`src/rtl/db_mv_ram_ctrl_pkg.sv`:
```
// Shared constants and state encoding for the deblocking MV RAM controller.
// Default widths match the 64x20 single-port MV RAM.
package db_mv_ram_ctrl_pkg;

   localparam int DB_MV_ADR_W = 6;
   localparam int DB_MV_DAT_W = 20;

   typedef enum logic [1:0] {
      ST_IDLE = 2'd0,
      ST_CLR  = 2'd1,
      ST_RUN  = 2'd2
   } state_e;

endpackage

```
`src/rtl/db_mv_ram_ctrl_wr_fifo.sv`:
```
// Small shift-style write buffer: entry 0 is the oldest, valid entries are packed from index 0.
// Exposes per-entry address compares so the controller can bypass pending writes to reads.
module db_mv_wr_fifo #(
   parameter int ADR_W = 6,
   parameter int DAT_W = 20,
   parameter int DEPTH = 2
) (
   input  logic                         clk,
   input  logic                         rst_n,
   input  logic                         flush_i,
   input  logic                         push_i,
   input  logic [ADR_W-1:0]             push_adr_i,
   input  logic [DAT_W-1:0]             push_dat_i,
   input  logic                         pop_i,
   input  logic [ADR_W-1:0]             cmp_adr_i,
   output logic                         full_o,
   output logic                         empty_o,
   output logic [ADR_W-1:0]             head_adr_o,
   output logic [DAT_W-1:0]             head_dat_o,
   output logic [DEPTH-1:0]             hit_o,
   output logic [DEPTH-1:0][DAT_W-1:0]  ent_dat_o
);

   logic [DEPTH-1:0]             vld_q, vld_d;
   logic [DEPTH-1:0][ADR_W-1:0]  adr_q, adr_d;
   logic [DEPTH-1:0][DAT_W-1:0]  dat_q, dat_d;
   logic                         placed;

   always_comb begin
      vld_d  = vld_q;
      adr_d  = adr_q;
      dat_d  = dat_q;
      placed = 1'b0;
      if (pop_i) begin
         for (int i = 0; i < DEPTH - 1; i++) begin
            vld_d[i] = vld_q[i+1];
            adr_d[i] = adr_q[i+1];
            dat_d[i] = dat_q[i+1];
         end
         vld_d[DEPTH-1] = 1'b0;
      end
      // Push lands in the lowest free slot after the pop has compacted the entries.
      for (int i = 0; i < DEPTH; i++) begin
         if (push_i && !placed && !vld_d[i]) begin
            vld_d[i] = 1'b1;
            adr_d[i] = push_adr_i;
            dat_d[i] = push_dat_i;
            placed   = 1'b1;
         end
      end
      if (flush_i) begin
         vld_d = '0;
      end
   end

   always_ff @(posedge clk or negedge rst_n) begin
      if (!rst_n) begin
         vld_q <= '0;
      end else begin
         vld_q <= vld_d;
      end
   end

   always_ff @(posedge clk) begin
      adr_q <= adr_d;
      dat_q <= dat_d;
   end

   always_comb begin
      for (int i = 0; i < DEPTH; i++) begin
         hit_o[i] = vld_q[i] && (adr_q[i] == cmp_adr_i);
      end
   end

   assign full_o     = vld_q[DEPTH-1];
   assign empty_o    = ~vld_q[0];
   assign head_adr_o = adr_q[0];
   assign head_dat_o = dat_q[0];
   assign ent_dat_o  = dat_q;

endmodule

```
`src/rtl/db_mv_ram_ctrl.sv`:
```
// Sequencer/arbiter for the single-port deblocking MV RAM: clears it per LCU, then shares
// the port between the MV reader (priority) and a buffered MV writer, with read bypass.
module db_mv_ram_ctrl
   import db_mv_ram_ctrl_pkg::*;
#(
   parameter int ADR_W      = DB_MV_ADR_W,
   parameter int DAT_W      = DB_MV_DAT_W,
   parameter int RAM_DEPTH  = 64,
   parameter int FIFO_DEPTH = 2
) (
   input  logic              clk,
   input  logic              rst_n,
   input  logic              start_i,
   output logic              busy_o,
   output logic              clr_done_o,
   input  logic              wr_val_i,
   output logic              wr_rdy_o,
   input  logic [ADR_W-1:0]  wr_adr_i,
   input  logic [DAT_W-1:0]  wr_dat_i,
   input  logic              rd_req_i,
   output logic              rd_rdy_o,
   input  logic [ADR_W-1:0]  rd_adr_i,
   output logic              rd_val_o,
   output logic [DAT_W-1:0]  rd_dat_o,
   output logic              ram_cen_o,
   output logic              ram_wen_o,
   output logic [ADR_W-1:0]  ram_adr_o,
   output logic [DAT_W-1:0]  ram_wdat_o,
   input  logic [DAT_W-1:0]  ram_rdat_i
);

   localparam logic [ADR_W-1:0] CNT_LAST = ADR_W'(RAM_DEPTH - 1);

   state_e                          state_q, state_d;
   logic [ADR_W-1:0]                cnt_q, cnt_d;
   logic                            clr_last;
   logic                            clr_done_q;
   logic                            rd_val_q;
   logic                            hit_q;
   logic                            byp_hit;
   logic [DAT_W-1:0]                byp_dat_q, byp_dat_d;

   logic                            run;
   logic                            rd_acc;
   logic                            wr_push;
   logic                            fifo_pop;
   logic                            push_hit;
   logic                            fifo_full;
   logic                            fifo_empty;
   logic [ADR_W-1:0]                fifo_head_adr;
   logic [DAT_W-1:0]                fifo_head_dat;
   logic [FIFO_DEPTH-1:0]           fifo_hit;
   logic [FIFO_DEPTH-1:0][DAT_W-1:0] fifo_dat;

   assign run      = (state_q == ST_RUN) && !start_i;
   assign rd_rdy_o = run;
   assign wr_rdy_o = run && !fifo_full;
   assign rd_acc   = rd_req_i && run;
   assign wr_push  = wr_val_i && wr_rdy_o;
   assign fifo_pop = run && !rd_acc && !fifo_empty;
   assign push_hit = wr_push && (wr_adr_i == rd_adr_i);

   db_mv_wr_fifo #(
      .ADR_W (ADR_W),
      .DAT_W (DAT_W),
      .DEPTH (FIFO_DEPTH)
   ) u_wr_fifo (
      .clk        (clk),
      .rst_n      (rst_n),
      .flush_i    (start_i),
      .push_i     (wr_push),
      .push_adr_i (wr_adr_i),
      .push_dat_i (wr_dat_i),
      .pop_i      (fifo_pop),
      .cmp_adr_i  (rd_adr_i),
      .full_o     (fifo_full),
      .empty_o    (fifo_empty),
      .head_adr_o (fifo_head_adr),
      .head_dat_o (fifo_head_dat),
      .hit_o      (fifo_hit),
      .ent_dat_o  (fifo_dat)
   );

   always_comb begin
      state_d  = state_q;
      cnt_d    = cnt_q;
      clr_last = 1'b0;
      case (state_q)
         ST_IDLE: ;
         ST_CLR: begin
            cnt_d = cnt_q + ADR_W'(1);
            if (cnt_q == CNT_LAST) begin
               state_d  = ST_RUN;
               clr_last = 1'b1;
            end
         end
         ST_RUN: ;
         default: state_d = ST_IDLE;
      endcase
      if (start_i) begin
         state_d  = ST_CLR;
         cnt_d    = '0;
         clr_last = 1'b0;
      end
   end

   always_ff @(posedge clk or negedge rst_n) begin
      if (!rst_n) begin
         state_q    <= ST_IDLE;
         cnt_q      <= '0;
         clr_done_q <= 1'b0;
         rd_val_q   <= 1'b0;
         hit_q      <= 1'b0;
      end else begin
         state_q    <= state_d;
         cnt_q      <= cnt_d;
         clr_done_q <= clr_last;
         rd_val_q   <= rd_acc;
         hit_q      <= rd_acc && byp_hit;
      end
   end

   // A start cycle leaves the RAM untouched; reads beat pending writes otherwise.
   always_comb begin
      ram_cen_o  = 1'b1;
      ram_wen_o  = 1'b1;
      ram_adr_o  = '0;
      ram_wdat_o = '0;
      if (!start_i) begin
         if (state_q == ST_CLR) begin
            ram_cen_o = 1'b0;
            ram_wen_o = 1'b0;
            ram_adr_o = cnt_q;
         end else if (rd_acc) begin
            ram_cen_o = 1'b0;
            ram_adr_o = rd_adr_i;
         end else if (fifo_pop) begin
            ram_cen_o  = 1'b0;
            ram_wen_o  = 1'b0;
            ram_adr_o  = fifo_head_adr;
            ram_wdat_o = fifo_head_dat;
         end
      end
   end

   // Later matches overwrite earlier ones, so the youngest pending write wins.
   always_comb begin
      byp_hit   = 1'b0;
      byp_dat_d = byp_dat_q;
      for (int i = 0; i < FIFO_DEPTH; i++) begin
         if (fifo_hit[i]) begin
            byp_hit   = 1'b1;
            byp_dat_d = fifo_dat[i];
         end
      end
      if (push_hit) begin
         byp_hit   = 1'b1;
         byp_dat_d = wr_dat_i;
      end
   end

   always_ff @(posedge clk) begin
      if (rd_acc) begin
         byp_dat_q <= byp_dat_d;
      end
   end

   assign busy_o     = (state_q == ST_CLR);
   assign clr_done_o = clr_done_q;
   assign rd_val_o   = rd_val_q;
   assign rd_dat_o   = hit_q ? byp_dat_q : ram_rdat_i;

endmodule

```
`config.mk`:
```
export PLATFORM = sky130hd
export DESIGN_NAME = db_mv_ram_ctrl
export DESIGN_NICKNAME = d
export VERILOG_FILES = /design/src/rtl/db_mv_ram_ctrl_pkg.sv /design/src/rtl/db_mv_ram_ctrl_wr_fifo.sv /design/src/rtl/db_mv_ram_ctrl.sv
export SDC_FILE = /design/constraint.sdc
export NUM_CORES = 1
export LEC_CHECK = 0
export BUFFER_PORTS_ARGS = -buffer_cell sky130_fd_sc_hd__clkbuf_2
export CORE_MARGIN = 1
export CORE_UTILIZATION = 40
export CTS_CLUSTER_DIAMETER = 100
export DETAILED_ROUTE_END_ITERATION = 16
export PLACE_DENSITY = 0.67
export SLEW_MARGIN = 20
export SYNTH_ARGS = -nofsm -noshare
export SYNTH_HDL_FRONTEND = slang
export SYNTH_SLANG_ARGS = --single-unit
export TNS_END_PERCENT = 50
```
`constraint.sdc`:
```
create_clock -name clk -period 6.1 [get_ports clk]
set_input_delay 0.305 -clock clk [delete_from_list [all_inputs] [get_ports clk]]
set_output_delay 0.305 -clock clk [all_outputs]
set_load 0.05 [all_outputs]
```
After elaboration in Yosys (flattened, before gate mapping)
Cells that the tools add are included.
Cells by class
  $add $sub $neg: 1
  multipliers: 0
  div/mod/pow operators: 0
  $lt $le $gt $ge: 0
  equal/unequal tests: 8
  shifts and indexed selects: 0
  multiplexer cells: 39
  bitwise logic cells: 0
  reduce and logical (&&, ||, !) cells: 26
Operator list (number)
  20-bit two-way mux: 10
  6-bit two-way mux: 8
  6-bit equality test: 3
  1-bit two-way mux: 16
  1-bit logical AND: 13
  2-bit two-way mux: 4
  6-bit by 1-bit adder with 6-bit output (second input constant): 1
  6-bit equality test (second input constant): 1
  1-bit logical NOT: 6
  2-bit one-hot mux with 2 select lines: 1
  2-bit AND reduction: 2
  2-bit nonzero test: 2
  3-bit by 2-bit inequality test with 1-bit output (second input constant): 1
  3-bit nonzero test: 1
  2-bit by 1-bit equality test with 1-bit output (second input constant): 1
  2-bit equality test (second input constant): 1
  2-bit logical NOT: 1
  2-bit by 1-bit inequality test with 1-bit output (second input constant): 1
  2-bit OR reduction: 1
Storage, ports and cells
  register bits after elaboration: 85
  bits in latches: 0
  RAM bits: 0
  memory bits (read-only): 0
  bits of input ports: 57
  output and inout port bits: 53
  word-level logic and storage cells: 85
  memories: 0

Logic depth before layout (Yosys ltp)
Gate-level depths: netlist of run 1.
  depth in word-level cells: 15
  gate-level depth with buffers: 6
  gate-level depth less buffers: 5

Cells and area by module
A second synthesis of run 1 with hierarchy kept.
Unflattened totals
  cell total of the unflattened synthesis: 316
  area total of the unflattened synthesis: 4633.2 µm²
By module, submodules not included
  db_mv_wr_fifo: instances 1, cells each 136, area each 2403.6 µm², seq. area each 1611.5 µm²
  db_mv_ram_ctrl: instances 1, cells each 180, area each 2229.6 µm², seq. area each 875.8 µm²

Least setup slack after synthesis of run 1
Ideal clock, no wire load.
  path kind: register to output
  from: register state_q[0]
  to: output ram_wdat_o[11]
  arrival: 2.859 ns
  required time: 5.795 ns
  path slack: 2.936 ns
  stages on the path, launching flop included: 6
  buffers on the path: 2
  cell sequence: dfrtp_1 > nor3b_1 > and3b_1 > buf_2 > clkbuf_1 > and2_1
On the way
  cells in the longest elaborated chain, start to end: 10
  elaborated cells on any way between the ends: 11
  those cells by class: 2 x eq/ne; 4 x mux; 5 x reduce/logical
Ends and longest elaborated chain
  from (decl): line db_mv_ram_ctrl.sv:34  | state_e state_q, state_d;
  from (signal assigned): line db_mv_ram_ctrl.sv:115  | state_q <= state_d;
  2-bit equality test *: line db_mv_ram_ctrl.sv:55  | assign run = (state_q == ST_RUN) && !start_i;
  1-bit logical AND *: line db_mv_ram_ctrl.sv:55
  net rd_rdy_o: line db_mv_ram_ctrl.sv:21  | output logic rd_rdy_o,
  1-bit logical AND: line db_mv_ram_ctrl.sv:58  | assign rd_acc = rd_req_i && run;
  1-bit logical NOT: line db_mv_ram_ctrl.sv:60  | assign fifo_pop = run && !rd_acc && !fifo_empty;
  1-bit logical AND (2 in series): line db_mv_ram_ctrl.sv:60
  20-bit two-way mux: line db_mv_ram_ctrl.sv:137  | end else if (fifo_pop) begin
  20-bit two-way mux *: line db_mv_ram_ctrl.sv:134  | end else if (rd_acc) begin
  20-bit two-way mux *: line db_mv_ram_ctrl.sv:130  | if (state_q == ST_CLR) begin
  20-bit two-way mux *: line db_mv_ram_ctrl.sv:129  | if (!start_i) begin
  to (decl): line db_mv_ram_ctrl.sv:28  | output logic [DAT_W-1:0] ram_wdat_o,
The timed path passes the listed nets; every way through them passes the cells marked *.

Worst setup path in the final report of run 1
  from: register u_wr_fifo.vld_q[1]
  to: register byp_dat_q[5], enable pin
On the way
  cells in the longest elaborated chain, start to end: 6
  elaborated cells on any way between the ends: 7
  those cells by class: 7 x reduce/logical
Ends and longest elaborated chain
  from (decl): line db_mv_ram_ctrl_wr_fifo.sv:24  | logic [DEPTH-1:0] vld_q, vld_d;
  from (signal assigned): line db_mv_ram_ctrl_wr_fifo.sv:60  | vld_q <= vld_d;
  1-bit logical NOT: line db_mv_ram_ctrl.sv:57  | assign wr_rdy_o = run && !fifo_full;
  1-bit logical AND: line db_mv_ram_ctrl.sv:57
  1-bit logical AND: line db_mv_ram_ctrl.sv:59  | assign wr_push = wr_val_i && wr_rdy_o;
  1-bit logical AND: line db_mv_ram_ctrl.sv:61  | assign push_hit = wr_push && (wr_adr_i == rd_adr_i);
  3-bit nonzero test (no source line) *
  2-bit AND reduction (no source line) *
  to (signal assigned): line db_mv_ram_ctrl.sv:164  | byp_dat_q <= byp_dat_d;
  to (decl): line db_mv_ram_ctrl.sv:41  | logic [DAT_W-1:0] byp_dat_q, byp_dat_d;
Mark *: on every way between the ends. The rest lies on a longest branch, timed or not.
A chain may end at the register's enable or synchronous reset.

==> results of run 1 <==
-- flip-flops by register name (all words and copies together), names as in the netlist --
name                  cells
u_wr_fifo.head_dat_o     20
u_wr_fifo.head_adr_o      6
hit_q                     1
clr_done_o                1
rd_val_o                  1
u_wr_fifo.vld_q           2
cnt_q                     6
u_wr_fifo.ent_dat_o      20
u_wr_fifo.adr_q           6
byp_dat_q                20
state_q                   2
-- cells in the final DEF (no fill, tap or decap), drive strengths merged, types with 3 or more instances in the layout --
master	instances
clkbuf	118
edfxtp	72
mux2	46
inv	27
o31a	22
and2	21
nor3	21
o21a	20
or3	20
xnor2	16
dfrtp	13
nor2	11
xor2	7
a222oi	6
nand2	6
nand4	6
clkinv	4
nand3	3
-- worst max path at each step --
stage | startpoint | end | depth (start not counted)
after floorplan | state_q[0] | ram_wdat_o[11] | 5
after global placement | start_i | byp_dat_q[2] | 5
after detailed placement | start_i | byp_dat_q[2] | 5
after CTS | u_wr_fifo.vld_q[1] | byp_dat_q[6] | 4
after global routing | u_wr_fifo.vld_q[1] | byp_dat_q[3] | 4
final | u_wr_fifo.vld_q[1] | byp_dat_q[5] | 4
-- routing by layer --
| layer | up-vias | global-route usage [%] |
|---|---|---|
| li1 | 1515 | - |
| met2 | 122 | 28.53 |
| met3 | 10 | 3.087 |
| met5 | - | 0 |
| met4 | 0 | 7.241 |
| met1 | 1514 | 25.49 |
-- cells in the mapped netlist --
cell	number	area share (%)
and2_1	21	3.0
nand4_2	1	0.28
a21o_1	1	0.17
buf_2	5	0.56
a222oi_1	6	1.4
xnor2_1	16	3.2
and3_1	2	0.28
o31a_1	22	4.3
o21a_1	20	3.4
or3_1	20	2.8
nand2_1	6	0.51
mux2i_1	1	0.23
or2b_1	1	0.17
xor2_1	7	1.4
nor4_1	1	0.14
nor3b_1	2	0.34
nand4_1	5	0.70
nor4b_4	1	0.53
nand3_2	1	0.23
mux2_2	46	12
and3b_1	1	0.20
nand3_1	2	0.23
nor2b_1	2	0.28
nor2_1	11	0.93
a2bb2oi_1	1	0.20
a21oi_1	1	0.11
buf_4	2	0.34
edfxtp_1	72	49
inv_1	26	2.2
ha_1	1	0.28
dfrtp_1	13	7.3
nand3b_1	1	0.17
nor3_1	21	2.4
clkbuf_1	18	1.5
or2_2	1	0.14
-- area by class of cell --
type                       count  area share [%]
inverter                      26           1.847
clock buffer                   9           2.345
timing repair buffer         111           10.66
sequential                    85           47.09
multi-input combinational    222           33.56
tap                          140           3.316
clock inverter                 7           1.184
-- kinds of logic (layout without fill, tap and decap cells) --
group	count (synthesis)	count (layout)	share of synthesized area [%]
flip-flops	85	85	55.92
adder cells (fa/ha/maj)	1	1	0.2812
multiplexers	47	47	11.87
buffers and inverters	51	153	4.613
AND/OR/NAND/NOR	100	100	13.25
AO/OA/AOI/OAI	51	51	9.536
XOR/XNOR	23	23	4.529
-- power by group --
part	switching (mW)	total, mW	internal [mW]
Clock	0.215	0.369	0.153
Sequential	0.00261	0.628	0.626
Combinational	0.0648	0.0969	0.0321
Total	0.283	1.09	0.811
-- repair_timing --
| action | in CTS | in global routing |
|---|---|---|
| endpoints found under the hold margin | 13 | 0 |
| setup buffers | 0 | 0 |
| hold buffers | 1 | 0 |
-- worst max-delay path, delay by kind of cell, from the launching register on --
kind               cells  cell delay [ps]
and+or+nand+nor        3             1860
AOI/OAI and AO/OA      1              920
DFF                    1              430
==> summary.md, run 1 <==
| Metric | Value |
|---|---|
| Max-slew violations | `0` |
| Hold path startpoint | `wr_dat_i[8]` |
| DP Worst Slack | `2433 ps` |
| Seq/Total Area, Yosys | `55.92%` |
| Placement Cell Area | `5086 um2` |
| Mapped Cells | `around 360` |
| Largest net degree at the start of global routing | `42` |
| Io pins | `110` |
| Peak supply drop | `0.09602 mV` |
| Die H | `107.5 um` |
| Layout cells sized above 1 | `39.13%` |
| Setup_tns | `0 ps` |
| Nets | `about 510` |
| Buffers on Ports | `109` |
| Clock Sinks | `85` |
| Wirelength per Cell | `17.28 um` |
| Max Cap Viol | `0` |
| Slew headroom | `about 33%` |
| Avg Cell Area, Syn | `about 12 um2` |
| Final Hold Fails | `0` |
| Met1 WL | `4758 um` |
| Overall Global Routing Usage | `18.33%` |
| Flops & latches, synth | `85` |
| Clock buffer count from CTS | `9` |
| Die ar. | `11,550 um2` |
| R2r startpoint | `u_wr_fifo.vld_q[1]` |
| Area occupied by multi-input gates | `1773 um2` |
| Setup ws final | `~2500 ps` |
| # rows | `38` |
| Total grt overflow | `0` |
| Critical Path Max Stage Delay | `940 ps` |
| Drc violations | `0` |
| Clock Skew | `10.88 ps` |
| WL met3 | `690 um` |
| Post-synthesis cell area | `4448 um2` |
| Fill cell count | `988` |
| Post-Route WL | `10,370 um` |
| Clk root buf | `clkbuf_8` |
| Worst Hold End | `u_wr_fifo.ent_dat_o[28]` |
| First-pass GRT wire length | `~16,000 um` |
| R2R cell count | `4` |
| Diodes inserted | `0` |
| GPL Wtd Cong | `0.8067` |
| Hold depth | `1` |
| Starting Density | `41.03%` |
| Worst-Margin Slew | `998.1 ps` |
| Layout Cells excl Fill | `600` |
| Netlist cell types | `35` |
| Setup CP Type | `reg -> reg` |
| Post-detail-place hpwl | `6947 um` |
| Fin util | `48.73%` |
| Crit path launch type | `register` |
| FF+latch area | `2487 um2` |
| Finished Cell Area | `5283 um2` |
| Slowest-stage cell, CP | `nor2_2` |
| Overall Power | `1.094 mW` |
| Min-delay worst type | `in -> reg` |
| Max Fanout on Critical Path | `22` |
| Synth Warn # | `0` |
| Routed wl met2 | `4782 um` |
| R2r setup slk | `between 2000 and 3000 ps` |
| Clk slew on worst S/H paths | `90 ps` |
| Period utilization | `58.85%` |
| Area grow syn2layout | `18.76%` |
| Status | `finished, final reports clean` |
| H-tree depth reported by CTS | `3` |
| Top layer reached by signal wires | `met4` |
| R2r endpoint | `byp_dat_q[5]` |
| Period minus WS final | `3590 ps` |
| Inst Count DP | `583` |
| Worst EP arrival | `3560 ps` |
| Worst Path Required | `between 6000 and 7000 ps` |
| Hold Worst Slack | `161.3 ps` |
| Clk buf depth | `2` |
| 1st-iter DRT viols | `174` |
| Latest clock arrival within the worst-skew pair | `between 300 and 400 ps` |
| DR vias/cell | `5.268` |
| TritonCTS clock tree | `done` |
| CORE AREA | `10,840 um2` |
| DR pass1 iterations | `6` |
| Detailed-route via count | `3,161` |
| Number of nets with antenna violations after routing | `0` |
| Setup crit end kind | `register` |
| Syn_nets | `416` |
| Vias in the first global route | `2,995` |
| Power per cell area | `roughly 210 nW/um2` |
| Critical-path cell list | `nor4b_4 -> nand4_2 -> nor2_2 -> o31a_1` |
| Fmax | `278.6 MHz` |
| Initial antenna violation count | `0` |
| RSZ-0062 raised after global routing | `no` |
| Chip width | `around 110 um` |
| Leakage | `2.061 nW` |
| CTS resizes | `0` |
| Number of setup violations in the final report | `0` |
(Power assumes the default switching activity.)
==> run 2: changes to the inputs <==
--- a/config.mk
+++ b/config.mk
@@ -10,7 +10,7 @@
 export CORE_UTILIZATION = 40
 export CTS_CLUSTER_DIAMETER = 100
 export DETAILED_ROUTE_END_ITERATION = 16
-export PLACE_DENSITY = 0.67
+export PLACE_DENSITY = 0.69
 export SLEW_MARGIN = 20
 export SYNTH_ARGS = -nofsm -noshare
 export SYNTH_HDL_FRONTEND = slang
==> constraint.sdc (replaced) <==
create_clock -name clk -period 3.1 [get_ports clk]
set_input_delay 0.155 -clock clk [delete_from_list [all_inputs] [get_ports clk]]
set_output_delay 0.155 -clock clk [all_outputs]
set_load 0.05 [all_outputs]
==> run 2 against run 1 <==
Against the previous run:
- the run now ends with design-rule violations left
- routed wire length rose by 2.1%
- worst hold slack got worse by 150 ps
- core utilization rose by 0.96 points
- worst setup slack got worse by 2000 ps
==> summary.md, run 2 (synthesized netlist as in run 1, its figures left out) <==
| Metric | Value |
|---|---|
| Power per cell area | `409.2 nW/um2 (+98%)` |
| CTS resizes | `0 (unchanged)` |
| GPL Wtd Cong | `0.7857 (-2.6%)` |
| Leakage | `2.125 nW (+3.1%)` |
| Period minus WS final | `2614 ps` |
| Clock Sinks | `85 (unchanged)` |
| Drc violations | `1 (+1)` |
| DR pass1 iterations | `11 (+5)` |
| Max-slew violations | `0 (unchanged)` |
| Finished Cell Area | `5386 um2 (+2.0%)` |
| DR vias/cell | `5.320 (+0.98%)` |
| Nets | `526 (+2.5%)` |
| Wirelength per Cell | `17.27 um (about the same)` |
| Number of nets with antenna violations after routing | `0 (unchanged)` |
| # rows | `38 (unchanged)` |
| Inst Count DP | `594 (+1.9%)` |
| DP Worst Slack | `800.1 ps (-1633 ps)` |
| Kind of cell adding the most delay to the critical path | `simple AND/OR/NAND/NOR gates` |
| Clock Skew | `11.22 ps (+0.3430 ps)` |
| Post-CTS setup buffers | `0 (unchanged)` |
| TritonCTS clock tree | `done` |
| Fmax | `382.5 MHz` |
| Io pins | `110 (unchanged)` |
| Critical-path cell list | `nor3b_2 -> and3b_1 -> buf_4 -> and2_1 -> clkbuf_2` |
| 1st-iter DRT viols | `262 (+51%)` |
| Detailed-route via count | `3,261 (+3.2%)` |
| Setup_tns | `0 ps (unchanged)` |
| RSZ-0062 raised after global routing | `no` |
| Worst-Margin Slew | `910.6 ps (-87.51 ps)` |
| Hold buffers post-CTS | `2 (+1)` |
| Worst EP arrival | `2460 ps (-1100 ps)` |
| Initial antenna violation count | `0 (unchanged)` |
| Commonest non-fill, non-tap cell in the layout | `clkbuf_2` |
| Peak supply drop | `0.2001 mV (+110%)` |
| Die H | `107.5 um (unchanged)` |
| Area grow syn2layout | `21.10%` |
| Latest clock arrival within the worst-skew pair | `350 ps (about the same)` |
| Critical Path Max Stage Delay | `670 ps (-270 ps)` |
| Period utilization | `84.33%` |
| Status | `finished, violations left` |
| Setup ws final | `485.8 ps (-2024 ps)` |
| Slew headroom | `39.29% (+5.8 points)` |
| Number of setup violations in the final report | `0 (unchanged)` |
| Clk slew on worst S/H paths | `90 ps (about the same)` |
| Worst Path Required | `2940 ps (-3130 ps)` |
| CORE AREA | `10,840 um2 (unchanged)` |
| Failing checks | `design-rule violations` |
| Vias in the first global route | `3,269 (+9.1%)` |
| Total grt overflow | `0 (unchanged)` |
| Diodes inserted | `0 (unchanged)` |
| Placement Cell Area | `5166 um2 (+1.6%)` |
| Max Fanout on Critical Path | `19 (-14%)` |
| Setup CP Type | `reg -> out` |
| Chip width | `107.5 um (unchanged)` |
| Slowest-stage cell, CP | `and3b_1` |
| Fin util | `49.69% (+0.96 points)` |
| Post-Route WL | `10,590 um (+2.1%)` |
| Commonest non-fill, non-tap cells in the layout | `clkbuf_2 (109), edfxtp_1 (72), mux2_2 (46)` |
| Crit path buf inv count | `2 (+2)` |
| Buffers on Ports | `109 (unchanged)` |
| Starting Density | `41.03% (unchanged)` |
| Layout Cells excl Fill | `613 (+2.2%)` |
| Overall Global Routing Usage | `19.26% (+0.93 points)` |
| Clock buffer count from CTS | `9 (unchanged)` |
| Largest net degree at the start of global routing | `42 (unchanged)` |
| H-tree depth reported by CTS | `3 (unchanged)` |
| Die ar. | `11,550 um2 (unchanged)` |
| Crit path launch type | `register` |
| Post-detail-place hpwl | `7187 um (+3.5%)` |
| Layout cells sized above 1 | `39.96% (+0.83 points)` |
| First-pass GRT wire length | `16,610 um (+5.0%)` |
| Clk buf depth | `2 (unchanged)` |
| Max Cap Viol | `0 (unchanged)` |
| Final Hold Fails | `0 (unchanged)` |
| Min-delay worst type | `in -> reg` |
| Setup crit end kind | `output pin` |
| Clk root buf | `clkbuf_8` |
==> run 2: changes by cell type in the layout (fill, tap and decap cells not counted), sizes merged <==
cell | previous run | this run
buf | 1 | 12
bufinv | 0 | 1
clkbuf | 118 | 119
dlygate4sd3 | 1 | 3
clkinv | 4 | 2
==> run 2: path summary, 6_finish.rpt <==
path                                    startpoint                  endpoint  slack (ps)  cells past startpoint
setup / recovery                        state_q[0]             ram_wdat_o[7]         490                      5
hold / removal                         wr_dat_i[2]   u_wr_fifo.ent_dat_o[22]          10                      1
setup reg to reg                u_wr_fifo.vld_q[1]             byp_dat_q[16]         790                      5
hold reg to reg            u_wr_fifo.ent_dat_o[36]  u_wr_fifo.head_dat_o[16]         580                      1
max in group asynchronous                    rst_n                     hit_q        2590                      2
min in group asynchronous                    rst_n                  cnt_q[5]         250                      2
==> run 2: power breakdown <==
group	leakage [nW]	internal [mW]	total, mW	switching (mW)
Sequential	0.821	1.23	1.24	0.00420
Combinational	1.21	0.0663	0.195	0.129
Clock	0.0903	0.372	0.774	0.402
==> run 2: through the flow <==
stage,power (mW),hold WS [ps]
final,2.204,11.52
after global routing,2.279,3.499
after CTS,2.221,2.085
after detailed placement,1.454,77.26
after global placement,1.450,75.25
after floorplan,1.372,-140.6
==> run 2: routing by layer <==
layer / global-route usage [%] / wire length [um]
met4: 8.317 / 205
met1: 24.43 / 4784
met5: 0 / 0
met3: 2.845 / 526
met2: 32.72 / 5069
==> run 2: worst reg2reg max path, stage by stage (launching register included) <==
cell and delay, ps:
dfrtp_1 440, nor4b_4 450, nand4_2 390, buf_4 310
or3_1 360, o31a_1 120
==> run 2: layout make-up <==
class / instances / area, um2
Fill cell: 980 / 5454
Sequential cell: 85 / 2487
Multi-Input combinational cell: 222 / 1770
Timing Repair Buffer: 124 / 665.6
Tap cell: 140 / 175.2
Clock buffer: 10 / 127.6
Inverter: 26 / 97.59
Clock inverter: 6 / 62.56
==> run 3: changes to the inputs <==
==> constraint.sdc (replaced) <==
create_clock -name clk -period 2.2 [get_ports clk]
set_input_delay 0.11 -clock clk [delete_from_list [all_inputs] [get_ports clk]]
set_output_delay 0.11 -clock clk [all_outputs]
set_load 0.05 [all_outputs]
==> run 3 against run 2 <==
Against the previous run:
- the flow now finishes without violations
- clock skew grew 3.4 ps
- sequential share of layout area down 3.8 points
- flip-flop and latch count stayed put
- critical path depth up 1
- via count increased by 2.5%
- routed wire length shrank 0.39%
==> summary.md, run 3 (synthesized netlist as in run 1, its figures left out) <==
| Metric | Value |
|---|---|
| Status | `finished, final reports clean` |
| Commonest non-fill, non-tap cell in the layout | `clkbuf_2` |
| Wirelength per Cell | `16.40 um (-5.0%)` |
| Commonest non-fill, non-tap cells in the layout | `clkbuf_2 (97), edfxtp_1 (72), mux2_2 (46)` |
| Layout cells sized above 1 | `39.76% (-0.20 points)` |
| Clock Skew | `14.65 ps (+3.426 ps)` |
| 1st-iter DRT viols | `245 (-6.5%)` |
| Chip width | `107.5 um (unchanged)` |
| Comb pwr share | `10.2% (+1.4 points)` |
| # rows | `38 (unchanged)` |
| Crit path from | `state_q[1]` |
| DR pass1 iterations | `4 (-7)` |
| Worst-Margin Slew | `437.3 ps (-473.3 ps)` |
| Clock buffer count from CTS | `9 (unchanged)` |
| Fmax | `between 400 and 500 MHz` |
| Crit path buf inv count | `3 (+1)` |
| Critical Path Max Stage Delay | `410 ps (-260 ps)` |
| Number of setup violations in the final report | `0 (unchanged)` |
| Buffers on Ports | `109 (unchanged)` |
| GPL Wtd Cong | `0.8169 (+4.0%)` |
| Initial antenna violation count | `0 (unchanged)` |
| Clock Sinks | `85 (unchanged)` |
| Peak supply drop | `0.3055 mV (+53%)` |
| Clk root buf | `clkbuf_8` |
| Crit path launch type | `register` |
| Starting Density | `41.03% (unchanged)` |
| Clk buf depth | `2 (unchanged)` |
| Max Cap Viol | `0 (unchanged)` |
| Seq pwr share | `54.8% (-1.2 points)` |
| Die H | `107.5 um (unchanged)` |
| Kind of cell adding the most delay to the critical path | `buffers and inverters` |
| Overall Global Routing Usage | `18.64% (-0.62 points)` |
| Detailed-route via count | `3,344 (+2.5%)` |
| Worst Path Required | `2090 ps (-850 ps)` |
| CORE AREA | `10,840 um2 (unchanged)` |
| Period utilization | `95.22%` |
| RSZ-0062 raised after global routing | `yes` |
| Nets | `556 (+5.7%)` |
| Inst Count DP | `599 (+0.84%)` |
| Setup CP Type | `reg -> out` |
| Critical Path End | `ram_adr_o[2]` |
| Total grt overflow | `0 (unchanged)` |
| Switching power | `0.7509 mW (+40%)` |
| R2r setup slk | `300 ps (-490 ps)` |
| R2r endpoint | `u_wr_fifo.head_adr_o[4]` |
| First-pass GRT wire length | `16,020 um (-3.5%)` |
| TritonCTS clock tree | `done` |
| Slew headroom | `70.85% (+32 points)` |
| R2r startpoint | `state_q[1]` |
| DR vias/cell | `5.201 (-2.2%)` |
| Worst path depth | `6 (+1)` |
| Hold Worst Slack | `94.65 ps (+83.13 ps)` |
| Worst EP arrival | `1980 ps (-480 ps)` |
| Diodes inserted | `0 (unchanged)` |
| Setup crit end kind | `output pin` |
| Max-slew violations | `0 (unchanged)` |
| Layout Cells excl Fill | `643 (+4.9%)` |
| Area grow syn2layout | `31.81%` |
| Leakage | `2.318 nW (+9.0%)` |
| Clock network power share | `34.9% (-0.2 points)` |
| Min-delay worst type | `in -> reg` |
| Critical-path cell list | `nor3b_4 -> and3b_1 -> buf_6 -> a222oi_1 -> inv_1 -> buf_12` |
| Clk slew on worst S/H paths | `90 ps (about the same)` |
| Vias in the first global route | `3,156 (-3.5%)` |
| Power per cell area | `541.3 nW/um2 (+32%)` |
| R2R cell count | `6 (+1)` |
| Period minus WS final | `2095 ps` |
| Max Fanout on Critical Path | `10 (-9)` |
| Io pins | `110 (unchanged)` |
| Post-detail-place hpwl | `7237 um (+0.69%)` |
| Number of nets with antenna violations after routing | `0 (unchanged)` |
| Die ar. | `11,550 um2 (unchanged)` |
| H-tree depth reported by CTS | `3 (unchanged)` |
| Sw Ratio | `23.66% (-0.61 points)` |
| Largest net degree at the start of global routing | `28 (-33%)` |
| Drc violations | `0 (-1)` |
| Final Hold Fails | `0 (unchanged)` |
| Post-Route WL | `10,540 um (-0.39%)` |
| Latest clock arrival within the worst-skew pair | `360 ps (about the same)` |
| Internal power | `2.423 mW (+45%)` |
| Slowest-stage cell, CP | `a222oi_1` |
==> run 3: area by class of cell <==
cell class                 instances  area (um2)
clock inverter                     4       48.80
tap                              140       175.2
clock buffer                      12       145.1
timing repair buffer             154        1092
fill                             942        4977
sequential                        85        2487
multi-input combinational        222        1817
inverter                          26       97.59
==> run 3: routing by layer <==
layer | share of wire (%) | global-route usage (%)
met3 | 5.3 | 4.116
met4 | 1.1 | 7.534
met1 | 44 | 23.52
met5 | 0 | 0
met2 | 49 | 31.01
==> run 3: power by group through the flow <==
stage               Combinational, mW  Clock [mW]  Sequential (mW)
floorplan                       0.158           0             1.78
global placement                0.281           0             1.78
detailed placement              0.286           0             1.78
CTS                             0.325        1.13             1.74
global route                    0.346        1.18             1.74
finish                          0.324        1.11             1.74
==> run 3: metrics by stage <==
step	setup WS (ps)	instance area, um2	power [mW]	utilization (%)	setup TNS [ps]
2_1_floorplan	-194.7	4506	1.933	-	-11550
3_3_place_gp	391.1	5374	2.057	49.57	0
3_5_place_dp	345.3	5374	2.063	49.57	0
4_1_cts	40.51	5838	3.197	53.86	0
5_1_grt	-17.41	5863	3.271	54.09	-17.41
6_report	105.2	5863	3.174	54.09	0
==> run 3: worst min path at each step <==
stage,depth (start not counted),start,endpoint,slack (ps)
finish,2,rd_req_i,rd_val_o,90
global route,3,wr_val_i,u_wr_fifo.vld_q[0],100
CTS,3,wr_val_i,u_wr_fifo.vld_q[0],80
detailed placement,1,rst_n,cnt_q[3],30
global placement,1,rst_n,cnt_q[0],20
floorplan,0,rst_n,clr_done_o,-190
==> run 3: timing repair <==
action                                 in CTS  in global routing
setup endpoints to repair                   0                 16
setup buffers                               0                  1
hold buffers                               27                  0
gates resized for setup                     0                  9
endpoints found under the hold margin      39                  0
==> run 3: worst register-to-register path, cell delays in order (launching register included) <==
cell     delay (ps)
dfrtp_1         390
buf_4           140
nor4b_4         130
buf_4           160
nand3_2          50
buf_4           380
mux2_2          410
